`src/rtl/data_mem_responder_pkg.sv`:
```
// Definitions shared by the processor top and its data-memory responder:
// FSM state encoding, request/response field widths and a width helper.
package data_mem_responder_pkg;

    localparam int DMEM_DATA_W   = 32;
    localparam int DMEM_ADDR_W   = 32;
    localparam int DMEM_ERRCNT_W = 8;

    typedef enum logic [1:0] {
        ST_IDLE = 2'd0,
        ST_WAIT = 2'd1,
        ST_RESP = 2'd2
    } dmem_state_e;

    // Bits needed to index n items, never less than one.
    function automatic int clog2_min1(input int n);
        return (n <= 2) ? 1 : $clog2(n);
    endfunction

endpackage

```
`src/rtl/data_mem_responder_mem_word_ram.sv`:
```
// Word RAM behind the data-memory responder: synchronous write, combinational read.
// Indices at or beyond DEPTH_WORDS read as zero and are never written.
module mem_word_ram #(
    parameter int DATA_WIDTH  = 32,
    parameter int DEPTH_WORDS = 64,
    parameter int IDX_W       = 6
) (
    input  logic                  clk,
    input  logic                  we_i,
    input  logic [IDX_W-1:0]      waddr_i,
    input  logic [DATA_WIDTH-1:0] wdata_i,
    input  logic [IDX_W-1:0]      raddr_i,
    output logic [DATA_WIDTH-1:0] rdata_o
);

    localparam logic [IDX_W:0] DEPTH_L = (IDX_W + 1)'(DEPTH_WORDS);

    logic [DATA_WIDTH-1:0] mem_q [DEPTH_WORDS];
    logic                  wr_in_range;
    logic                  rd_in_range;

    assign wr_in_range = ({1'b0, waddr_i} < DEPTH_L);
    assign rd_in_range = ({1'b0, raddr_i} < DEPTH_L);

    always_ff @(posedge clk) begin
        if (we_i && wr_in_range) begin
            mem_q[waddr_i] <= wdata_i;
        end
    end

    assign rdata_o = rd_in_range ? mem_q[raddr_i] : '0;

endmodule

```
`src/rtl/data_mem_responder.sv`:
```
// Responder end of the processor data-memory interface: accepts one load/store,
// waits WAIT_CYCLES, then answers with a one-cycle rsp_valid pulse.
module data_mem_responder
    import data_mem_responder_pkg::*;
#(
    parameter int DATA_WIDTH  = DMEM_DATA_W,
    parameter int ADDR_WIDTH  = DMEM_ADDR_W,
    parameter int DEPTH_WORDS = 64,
    parameter int WAIT_CYCLES = 2
) (
    input  logic                     clk,
    input  logic                     reset,
    input  logic                     req_valid,
    input  logic                     req_write,
    input  logic [ADDR_WIDTH-1:0]    req_addr,
    input  logic [DATA_WIDTH-1:0]    req_wdata,
    output logic                     req_ready,
    output logic                     rsp_valid,
    output logic [DATA_WIDTH-1:0]    rsp_rdata,
    output logic                     rsp_err,
    output logic                     busy,
    output logic [DMEM_ERRCNT_W-1:0] err_count
);

    localparam int                       CNT_W   = clog2_min1(WAIT_CYCLES + 1);
    localparam int                       IDX_W   = clog2_min1(DEPTH_WORDS);
    localparam logic [ADDR_WIDTH-1:0]    DEPTH_A = ADDR_WIDTH'(DEPTH_WORDS);
    localparam logic [CNT_W-1:0]         WAIT_LD = CNT_W'(WAIT_CYCLES);
    localparam logic [DMEM_ERRCNT_W-1:0] ERR_MAX = '1;

    // Full-width range compare so a non-power-of-two depth never aliases.
    function automatic logic addr_err(input logic [ADDR_WIDTH-1:0] a);
        return (a[1:0] != 2'b00) || ((a >> 2) >= DEPTH_A);
    endfunction

    dmem_state_e                state_q, state_d;
    logic [CNT_W-1:0]           cnt_q, cnt_d;
    logic                       write_q, write_d;
    logic [ADDR_WIDTH-1:0]      addr_q, addr_d;
    logic [DATA_WIDTH-1:0]      wdata_q, wdata_d;
    logic [DATA_WIDTH-1:0]      rsp_rdata_q, rsp_rdata_d;
    logic                       rsp_err_q, rsp_err_d;
    logic [DMEM_ERRCNT_W-1:0]   err_cnt_q, err_cnt_d;

    logic                       hs;
    logic                       enter_resp;
    logic [ADDR_WIDTH-1:0]      src_addr;
    logic                       src_write;
    logic                       src_err;
    logic                       ram_we;
    logic [IDX_W-1:0]           rd_idx;
    logic [IDX_W-1:0]           wr_idx;
    logic [DATA_WIDTH-1:0]      ram_rdata;

    always_ff @(posedge clk or negedge reset) begin
        if (!reset) begin
            state_q <= ST_IDLE;
        end else begin
            state_q <= state_d;
        end
    end

    always_comb begin
        state_d = state_q;
        case (state_q)
            ST_IDLE: begin
                if (hs) begin
                    state_d = (WAIT_CYCLES == 0) ? ST_RESP : ST_WAIT;
                end
            end
            ST_WAIT: begin
                if (cnt_q == CNT_W'(1)) begin
                    state_d = ST_RESP;
                end
            end
            ST_RESP: state_d = ST_IDLE;
            default: state_d = ST_IDLE;
        endcase
    end

    always_comb begin
        req_ready = (state_q == ST_IDLE);
        busy      = (state_q != ST_IDLE);
        rsp_valid = (state_q == ST_RESP);
    end

    assign hs = req_valid && req_ready;

    // With zero wait states RESP is entered straight from IDLE, before the
    // request has been latched, so the live request is the source then.
    assign enter_resp = (state_d == ST_RESP) && (state_q != ST_RESP);
    assign src_addr   = (state_q == ST_IDLE) ? req_addr  : addr_q;
    assign src_write  = (state_q == ST_IDLE) ? req_write : write_q;
    assign src_err    = addr_err(src_addr);
    assign rd_idx     = src_addr[IDX_W+1:2];
    assign wr_idx     = addr_q[IDX_W+1:2];
    assign ram_we     = (state_q == ST_RESP) && write_q && !rsp_err_q;

    always_comb begin
        write_d   = write_q;
        addr_d    = addr_q;
        wdata_d   = wdata_q;
        cnt_d     = cnt_q;
        err_cnt_d = err_cnt_q;
        if (hs) begin
            write_d = req_write;
            addr_d  = req_addr;
            wdata_d = req_wdata;
            cnt_d   = WAIT_LD;
        end else if (state_q == ST_WAIT) begin
            cnt_d = cnt_q - CNT_W'(1);
        end
        rsp_err_d   = enter_resp && src_err;
        rsp_rdata_d = (enter_resp && !src_write && !src_err) ? ram_rdata : '0;
        if ((state_q == ST_RESP) && rsp_err_q && (err_cnt_q != ERR_MAX)) begin
            err_cnt_d = err_cnt_q + DMEM_ERRCNT_W'(1);
        end
    end

    always_ff @(posedge clk or negedge reset) begin
        if (!reset) begin
            cnt_q       <= '0;
            write_q     <= 1'b0;
            addr_q      <= '0;
            wdata_q     <= '0;
            rsp_rdata_q <= '0;
            rsp_err_q   <= 1'b0;
            err_cnt_q   <= '0;
        end else begin
            cnt_q       <= cnt_d;
            write_q     <= write_d;
            addr_q      <= addr_d;
            wdata_q     <= wdata_d;
            rsp_rdata_q <= rsp_rdata_d;
            rsp_err_q   <= rsp_err_d;
            err_cnt_q   <= err_cnt_d;
        end
    end

    assign rsp_rdata = rsp_rdata_q;
    assign rsp_err   = rsp_err_q;
    assign err_count = err_cnt_q;

    mem_word_ram #(
        .DATA_WIDTH  (DATA_WIDTH),
        .DEPTH_WORDS (DEPTH_WORDS),
        .IDX_W       (IDX_W)
    ) u_ram (
        .clk     (clk),
        .we_i    (ram_we),
        .waddr_i (wr_idx),
        .wdata_i (wdata_q),
        .raddr_i (rd_idx),
        .rdata_o (ram_rdata)
    );

endmodule
```
`config.mk`:
```
export PLATFORM = sky130hd
export DESIGN_NAME = data_mem_responder
export DESIGN_NICKNAME = d
export VERILOG_FILES = /design/src/rtl/data_mem_responder_pkg.sv /design/src/rtl/data_mem_responder_mem_word_ram.sv /design/src/rtl/data_mem_responder.sv
export SDC_FILE = /design/constraint.sdc
export NUM_CORES = 2
export LEC_CHECK = 0
export BUFFER_PORTS_ARGS = -buffer_cell sky130_fd_sc_hd__buf_4
export CORE_MARGIN = 2
export CORE_UTILIZATION = 55
export CTS_CLUSTER_SIZE = 12
export DETAILED_ROUTE_END_ITERATION = 7
export PLACE_DENSITY_LB_ADDON = 0.15
export SYNTH_ARGS = -nofsm -noshare
export SYNTH_HDL_FRONTEND = slang
export SYNTH_SLANG_ARGS = --single-unit
export TNS_END_PERCENT = 30
```
`constraint.sdc`:
```
create_clock -name clk -period 6.9 [get_ports clk]
set_clock_uncertainty 0.05 [all_clocks]
set_input_delay 0.69 -clock clk [delete_from_list [all_inputs] [get_ports clk]]
set_output_delay 0.69 -clock clk [all_outputs]
set_load 0.01 [all_outputs]
```
==> impl_metrics.py <==
metrics = {
    "synthesis": {
        "synthDistinctLibCells": 84,
        "ys.flop_type": "edfxtp_1",
        "synth-edff-count": 2048,
        "syn_inst": 5159,
        "synth_fa_ha_area_frac": 0.000299,
        "ys_warn_count": 0,
        "synth_top_family_by_area": "simple AND/OR/NAND/NOR gates",
        "synth_most_common_cell": "edfxtp_1",
        "synth-seq-cells": 2158,
        "synth_common_cells": "edfxtp_1 (2048), nand2_1 (1027), nand3_1 (340)",
        "synth_area_per_cell_um2": 16.2,
        "yosys.area_share.simple": 0.0900,
        "seq_area_frac_synth": 0.769,
        "yosysTopAreaCellShare": 0.736,
        "synth_largest_area_cell": "edfxtp_1",
        "synth_xor_area_frac": 0.000734,
        "netlist_area_um2": 83600,
        "synthMuxAreaShare": 0.0664,
        "ys_async_sr_fraction": 0.0510,
        "synth_fp_nets": 5229,
        "synth_area_leaders": "edfxtp_1 (74%), nand2_1 (4.6%), mux4_2 (4.3%)",
        "synth-compound-area-share": 0.0529,
    },
    "cells_and_area": {
        "nets": 5439,
        "syn_to_final_growth_pct": 12.6,
        "final_area_um2": 94100,
        "post-route-util": 0.622,
        "drive_gt1_frac": 0.164,
    },
    "setup_path": {
        "crit_top_cell": "a221oi_1",
        "crit_fanout": 61,
        "cpPeakStageDelay_ns": 0.81,
        "startpoint_type": "register",
        "cpLargestDelayFamily": "compound AO/OA/AOI/OAI gates",
        "cp-end-kind": "register",
        "worst-endpoint-required_ns": 7.62,
        "critPathKind": "reg2reg",
        "r2r_slack_ns": 2.14,
        "crit_chain": "or3b_1 > nand2_8 > buf_12 > nor2_1 > buf_4 > a221oi_1 > a221oi_1 > a31oi_1 > a22o_1",
        "slowest_stage": "or3b_1",
        "worstPathArrival_ns": 5.49,
        "path_buf_inv": 2,
    },
    "placed_design": {
        "dp_hpwl_um": 139000,
        "postPlaceCellArea_um2": 87400,
        "place.port_buffers": 111,
        "gp_congestion": 0.847,
    },
    "global_routing": {
        "use_met3": 0.0728,
        "busiest_layer": "met2",
        "grt_max_degree": 149,
        "grt_usage": 0.330,
        "grt_pass1_wl_um": 361000,
        "use_met1": 0.470,
        "grt_overflow_total": 0,
        "grtUsageMet2": 0.499,
        "antenna_found_initial": 8,
        "grt_pass1_vias": 48200,
    },
    "die": {
        "die_x_um": 394,
        "fp-row-count": 143,
        "die_area_um2": 155000,
        "floorplan.initialDensity": 0.552,
        "die_h_um": 394,
        "io_pins": 112,
        "coreArea_um2": 151000,
    },
    "clocking": {
        "cts-root-buf": "clkbuf_16",
        "htree_levels": 4,
        "cts_inserted_buffers": 213,
        "cts.path.max_buffers": 3,
        "clock_sinks": 2158,
        "clkTransAtPathRegs_ns": 0.06,
        "cts_setup_buffers": 0,
        "cts_tree": "done",
        "clkLatencyLatePin_ns": 0.86,
    },
    "routing": {
        "finalWirelength_um": 258000,
        "drt-initial-drc-count": 7715,
        "wl_per_cell_um": 34.1,
        "vias": 50500,
        "antenna_left": 0,
        "vias_per_cell": 6.69,
        "firstDrtPassIters": 8,
        "drc": 0,
    },
    "sta": {
        "tightest_slew_ns": 1.36,
        "fin_crit_sh": 0.690,
        "rsz0062_at_grt": "false",
        "setup_viol": 0,
        "setup-tns-final_ns": 0,
        "max_freq_ghz": 0.210,
        "period_needed_ns": 4.76,
        "slew_viol_final": 0,
        "hold_viol": 0,
        "relSlewSlack": 0.0909,
    },
    "run": {
        "cap_violations": 0,
    },
    "min_path": {
        "hp-class": "in2reg",
    },
    "power_and_ir_drop": {
        "irDropWorstVdd_uv": 484,
        "powerDensity_nw_per_um2": 465,
        "leakagePower_nw": 30.8,
    },
    "run_status": {
        "outcome": "finished, final reports clean",
    },
}
where the power goes:
part / internal (W) / leakage (nW) / total (W) / switching [W]
registers: 0.0165 / 19.8 / 0.0177 / 0.00123
clock network: 0.00610 / 3.09 / 0.0109 / 0.00478
logic: 0.00447 / 7.92 / 0.0152 / 0.0107
total: 0.0271 / 30.8 / 0.0438 / 0.0167
layout by cell type (no fill, tap or decap), types with 24 or more instances in the layout:
| cell type | n |
|---|---|
| o2111ai_1 | 24 |
| o21ai_0 | 57 |
| mux2i_1 | 109 |
| nor2_4 | 66 |
| edfxtp_1 | 2048 |
| mux2_2 | 73 |
| nand2_1 | 1024 |
| dlygate4sd3_1 | 33 |
| dfrtp_1 | 79 |
| a22oi_1 | 42 |
| a31oi_1 | 109 |
| o22ai_1 | 32 |
| mux4_2 | 161 |
| dfrtp_2 | 31 |
| clkbuf_16 | 219 |
| and3_1 | 63 |
| nor2_1 | 39 |
| a211oi_1 | 49 |
| nand4_1 | 106 |
| a21oi_1 | 57 |
| buf_4 | 267 |
| clkbuf_1 | 93 |
| nand3_1 | 340 |
| a32oi_1 | 70 |
per-stage QoR:
step,setup WS [ns],hold WS [ns],total power [W],instances
after floorplan,3.20,0.344,0.0266,5159
after global placement,2.23,0.423,0.0326,7151
after detailed placement,2.22,0.429,0.0328,7151
after CTS,2.23,0.00129,0.0436,7555
after global routing,2.03,0.0321,0.0451,7555
final,2.14,0.0505,0.0438,7557
path summary, 6_finish.rpt:
path | start | end | depth (start not counted)
setup / recovery | state_q[0]$_DFF_PN0_ | rsp_rdata[20]$_DFF_PN0_ | 9
hold / removal | req_addr[26] | addr_q[26]$_DFFE_PN0P_ | 2
setup reg to reg | state_q[0]$_DFF_PN0_ | rsp_rdata[20]$_DFF_PN0_ | 9
hold reg to reg | cnt_q[1]$_DFFE_PN0P_ | cnt_q[1]$_DFFE_PN0P_ | 1
max in group asynchronous | reset | wdata_q[15]$_DFFE_PN0P_ | 3
min in group asynchronous | reset | rsp_rdata[27]$_DFF_PN0_ | 2
worst register-to-register path, cell delays in order, from the launching register on:
cell      delay, ns
dfrtp_1        0.64
or3b_1         0.81
nand2_8        0.71
buf_12         0.44
nor2_1         0.11
buf_4          0.24
a221oi_1       0.46
a221oi_1       0.20
a31oi_1        0.80
a22o_1         0.24
flip-flops by register name, summed over array words and instances (netlist names), 2 cells and up:
register,flops
addr_q,32
wdata_q,32
state_q,2
u_ram.mem_q,2048
err_count,8
rsp_rdata,32
cnt_q,2
routing by layer:
metal / wire length (um) / vias to the layer above
li1: - / 20600
met4: 11500 / 4
met2: 118000 / 3454
met5: 33 / -
met3: 30600 / 553
met1: 98100 / 26000
layout make-up:
class	count	area [um2]
Antenna cell	2	5.00
Clock buffer	325	6010
Clock inverter	46	380
Fill cell	11000	57200
Inverter	4	15.0
Multi-Input combinational cell	2674	18200
Sequential cell	2158	64300
Tap cell	2030	2540
Timing Repair Buffer	318	2690
cell families (layout without fill, tap and decap cells):
kind of cell	count (synthesis)	after routing
buffers and inverters	327	693
AOI/OAI and AO/OA	604	604
xor gates and xnor gates	7	7
other	0	2
muxes	344	344
adders and majority gates	2	2
and+or+nand+nor	1717	1717
DFF	2158	2158
repair_timing:
item,4_1_cts,5_1_grt
resized for setup,0,0
hold buffers,33,0
hold endpoints to repair,78,0
(Power assumes the default switching activity.)
